## src/rtl/axis_serializer.sv

```systemverilog
// axis_serializer: wide-to-narrow AXI-Stream width converter.
// A wide word of DATA_NB lanes is captured in one handshake and replayed one
// lane per beat downstream, lane 0 first, with back-to-back words and no
// bubbles when the consumer never stalls.

// Per-lane holding register. Its output is zeroed unless this lane is the one
// the token points at, so the top can OR the lanes together into down_data.
module axis_serializer_lane #(
  parameter int DATA_WIDTH = 8
) (
  input  logic                  clk,
  input  logic                  rst,
  input  logic                  load,
  input  logic [DATA_WIDTH-1:0] din,
  input  logic                  sel,
  output logic [DATA_WIDTH-1:0] dout
);

  logic [DATA_WIDTH-1:0] q;

  // capture the lane on every upstream transfer; cleared on reset
  always_ff @(posedge clk or posedge rst) begin
    if (rst)       q <= '0;
    else if (load) q <= din;
  end

  assign dout = sel ? q : '0;

endmodule

module axis_serializer #(
  parameter int DATA_NB    = 3,
  parameter int DATA_WIDTH = 8
) (
  input  logic                          clk,
  input  logic                          rst,
  input  logic [DATA_NB*DATA_WIDTH-1:0] up_data,
  input  logic                          up_valid,
  output logic                          up_ready,
  output logic [DATA_WIDTH-1:0]         down_data,
  output logic                          down_valid,
  input  logic                          down_ready
);

  // Holding register occupancy: EMPTY takes a word, FULL replays its lanes.
  typedef enum logic {S_EMPTY = 1'b0, S_FULL = 1'b1} state_t;

  localparam logic [DATA_NB-1:0] TOKEN_LANE0 = DATA_NB'(1);

  state_t                                state_q, state_d;
  logic [DATA_NB-1:0]                    token_q, token_d;
  logic [DATA_NB-1:0][DATA_WIDTH-1:0]    lane_in;
  logic [DATA_NB-1:0][DATA_WIDTH-1:0]    lane_out;
  logic                                  serial_valid;
  logic                                  last_lane;
  logic                                  up_xfer;
  logic                                  down_beat;

  assign serial_valid = (state_q == S_FULL);
  assign last_lane    = token_q[DATA_NB-1];
  assign down_beat    = serial_valid & down_ready;
  assign up_xfer      = up_valid & up_ready;

  // A new word can enter when empty, or when the last lane leaves this cycle,
  // which is what keeps back-to-back words bubble-free.
  assign up_ready   = ~rst & (~serial_valid | (down_ready & last_lane));
  assign down_valid = serial_valid;

  // Lane registers, one instance per lane, all loaded together.
  for (genvar k = 0; k < DATA_NB; k++) begin : g_lane
    assign lane_in[k] = up_data[k*DATA_WIDTH +: DATA_WIDTH];

    axis_serializer_lane #(
      .DATA_WIDTH (DATA_WIDTH)
    ) u_lane (
      .clk  (clk),
      .rst  (rst),
      .load (up_xfer),
      .din  (lane_in[k]),
      .sel  (token_q[k]),
      .dout (lane_out[k])
    );
  end

  // down_data: OR of the masked lanes; only the token-selected lane is nonzero.
  always_comb begin
    down_data = '0;
    for (int k = 0; k < DATA_NB; k++) down_data = down_data | lane_out[k];
  end

  // State and token registers
  always_ff @(posedge clk or posedge rst) begin
    if (rst) begin
      state_q <= S_EMPTY;
      token_q <= TOKEN_LANE0;
    end else begin
      state_q <= state_d;
      token_q <= token_d;
    end
  end

  // Next state / token: a load always wins over the last-lane drain.
  always_comb begin
    state_d = state_q;
    token_d = token_q;
    if (up_xfer) begin
      state_d = S_FULL;
      token_d = TOKEN_LANE0;
    end else if (down_beat) begin
      if (last_lane) begin
        state_d = S_EMPTY;
        token_d = TOKEN_LANE0;
      end else begin
        token_d = token_q << 1;
      end
    end
  end

endmodule

```

## config.mk

```make
export PLATFORM = sky130hd
export DESIGN_NAME = axis_serializer
export DESIGN_NICKNAME = d
export VERILOG_FILES = /design/src/rtl/axis_serializer.sv
export SDC_FILE = /design/constraint.sdc
export NUM_CORES = 1
export LEC_CHECK = 0
export CAP_MARGIN = 20
export CORE_MARGIN = 1.5
export CORE_UTILIZATION = 45
export CTS_CLUSTER_DIAMETER = 80
export DETAILED_ROUTE_END_ITERATION = 8
export PLACE_DENSITY = 0.77
export SYNTH_ARGS = -nofsm -noshare
export SYNTH_HDL_FRONTEND = slang
export SYNTH_SLANG_ARGS = --single-unit
```

## constraint.sdc

```tcl
create_clock -name clk -period 2.14 [get_ports clk]
set_input_delay 0.535 -clock clk [delete_from_list [all_inputs] [get_ports clk]]
set_output_delay 0.535 -clock clk [all_outputs]
set_load 0.03 [all_outputs]
```

==> results.toml <==
[setup_path]
cpPeakStageDelay_ns = 0.50
cp-endpoint = "down_data[6]"
cp_cell_sequence = "a222oi_1 > inv_1 > clkdlybuf4s15_2"
cp.required_ns = 1.60
crit_path_start = "token_q[1]"
crit_family = "flip-flops"
worstReg2RegStart = "token_q[2]"
cp_num_cells = 3
cp-end-kind = "output pin"
cp.arrival_ns = 1.55
timing.critical_path.buf_inv = 2
r2r_cells = 5
critPathMaxFanout = 9
crit_path_start_kind = "register"
slowest_stage = "dfrtp_2"
r2r_end = "g_lane[1].u_lane.q[7]"
setup.worst_path.class = "register to output pin"
rrSetupSlack_ns = 0.51

[route]
wl_mm = 2.475
drtIter0Drc = 40
first_pass_iters = 5
vias = 901
drtAntennaViolNets = 0
vias_per_cell = 5.461
avgRoutedWirePerCell_um = 15.00
drc_errors = 0

[layout]
layout-drive-gt1-share = 0.3630
syn2layout_area_growth_pct = 40.59
layout_common_cells = "clkdlybuf4s50_1, dfrtp_1, mux2_2, inv_1, a222oi_1"
fin_nets = 164
num_antenna_cells = 0
utilization = 0.6829
mostFrequentLayoutCell = "clkdlybuf4s50_1"

[pwr]
comb_power_share = 0.468
p_sw_frac = 0.3746
p_leak_nw = 0.7501
p_int_w = 0.001590
power_w = 0.002543
seqPwrFrac = 0.394
p_per_area_mw_per_mm2 = 1463
irDropWorstVdd_uv = 1393
p_clk_frac = 0.138
p_sw_w = 0.0009527

[global_routing]
grt_pass1_wl_mm = 4.174
grt_overflow = 0
grt_usage = 0.1726
grt_max_degree = 29
grt_pass1_vias = 920
antenna_found_initial = 0

[timing]
setup_ws_ns = 0.05743
max_freq_mhz = 480.2
drv_slew = 0
setup_violations = 0
timing.final.hold_violations = 0
clock_skew_ns = 0.003597
timing.final.crit_period_ns = 2.083
slew-limit-headroom = 0.7661
post-route-period-util = 0.9732
rsz0062_at_grt = "true"
worst_slew_pin_slew_ns = 0.3509

[floorplan]
die_h_um = 55.41
rows = 18
fp.dieW_um = 55.41
ios = 38
dieArea_mm2 = 0.003070
start_util = 0.4857
core_area_mm2 = 0.002545

[logic_synthesis]
yosysUniqueCellTypes = 20
synth_nets = 120
ys_seq_elements = 28
avgSynthCellArea_um2 = 13.44
synthCells = 92
ys_warn_count = 0
syn_area_mm2 = 0.001236
ys_seq_area_frac = 0.5678

[cts]
cts_root_buf = "clkbuf_4"
worstSkewPairLatency_ns = 0.34
clock_path_buffers = 2
cts_made_buffers = 3
cts.clk_slew.worst_paths_ns = 0.15
cts.htree.levels = 1
clock_sinks = 28
tritoncts = "done"

[placed_design]
hpwlAfterDp_mm = 1.746
gp_congestion = 0.7210
io_buffers = 37
dp_worst_setup_slack_ns = 0.03488

[min_path]
hold_path.class = "register to register"

[job]
maxCapViolations = 0

[run_status]
status = "completed"
per-layer routing:
metal	track usage	vias to the layer above	share of wire
met4	0.04181	0	0.013
li1	-	420	-
met3	0.05386	4	0.061
met5	0	-	0
met1	0.2098	447	0.43
met2	0.2976	30	0.50
metrics by stage:
stage	cells	cell area [um2]	setup TNS, ns	hold WS [ns]
floorplan	92	1236	0	0.4570
finish	165	1738	0	0.5127
global route	165	1738	-0.1446	0.5465
detailed placement	158	1665	0	0.4799
CTS	164	1743	-0.002532	0.5153
global placement	158	1665	0	0.4690
cells in the mapped netlist (all sizes together):
master	number	area [um2]
nand3b	1	7.510
clkbuf	3	11.26
o21ai	1	5.000
dfstp	1	26.28
a31oi	2	12.51
a21oi	3	26.28
buf	3	27.52
dfrtp	27	675.7
o211ai	1	7.510
inv	9	33.78
mux2	24	270.3
nand2b	4	27.53
nor3b	1	7.510
nand2	4	17.52
a222oi	8	80.08
cells by family (layout without fill, tap and decap cells):
family                 after synthesis  in the layout  share of synthesized area
AOI/OAI and AO/OA                   15             15                     0.1063
muxes                               24             24                     0.2186
and+or+nand+nor                     10             10                    0.04859
buffers and inverters               15             58                    0.05870
DFF                                 28             28                     0.5678
final cells by class:
class / count / area [um2]
sequential: 28 / 704.4
fill: 192 / 807.0
multi-input combinational: 49 / 461.7
clock buffer: 3 / 22.52
tap: 30 / 37.54
timing repair buffer: 45 / 447.9
clock inverter: 1 / 30.03
inverter: 9 / 33.78
power groups by stage:
stage | registers [W] | logic (W) | clock network [W]
CTS | 0.00101 | 0.00120 | 0.000364
detailed placement | 0.00103 | 0.00121 | 0
finish | 0.00100 | 0.00119 | 0.000352
global route | 0.00104 | 0.00128 | 0.000381
global placement | 0.00101 | 0.00118 | 0
floorplan | 0.000921 | 0.000841 | 0
worst min path at each step:
stage,start,to,slack (ns),cells past startpoint
floorplan,g_lane[2].u_lane.q[7],g_lane[2].u_lane.q[7],0.46,1
global placement,g_lane[2].u_lane.q[6],g_lane[2].u_lane.q[6],0.47,1
detailed placement,g_lane[2].u_lane.q[6],g_lane[2].u_lane.q[6],0.48,1
CTS,g_lane[2].u_lane.q[6],g_lane[2].u_lane.q[6],0.52,1
global route,g_lane[1].u_lane.q[4],g_lane[1].u_lane.q[4],0.55,1
finish,g_lane[2].u_lane.q[6],g_lane[2].u_lane.q[6],0.51,1
timing repair:
action / CTS / global route
pin swaps: 1 / 3
hold buffers: 0 / 0
setup buffers: 2 / 1
resized for setup: 24 / 3
setup endpoints to repair: 8 / 8
sequential cells by signal (all words and copies together), names as in the netlist:
register and flops:
down_valid 1, g_lane.u_lane.q 24, token_q 3
Note: power is estimated with default switching activity, not from simulation.
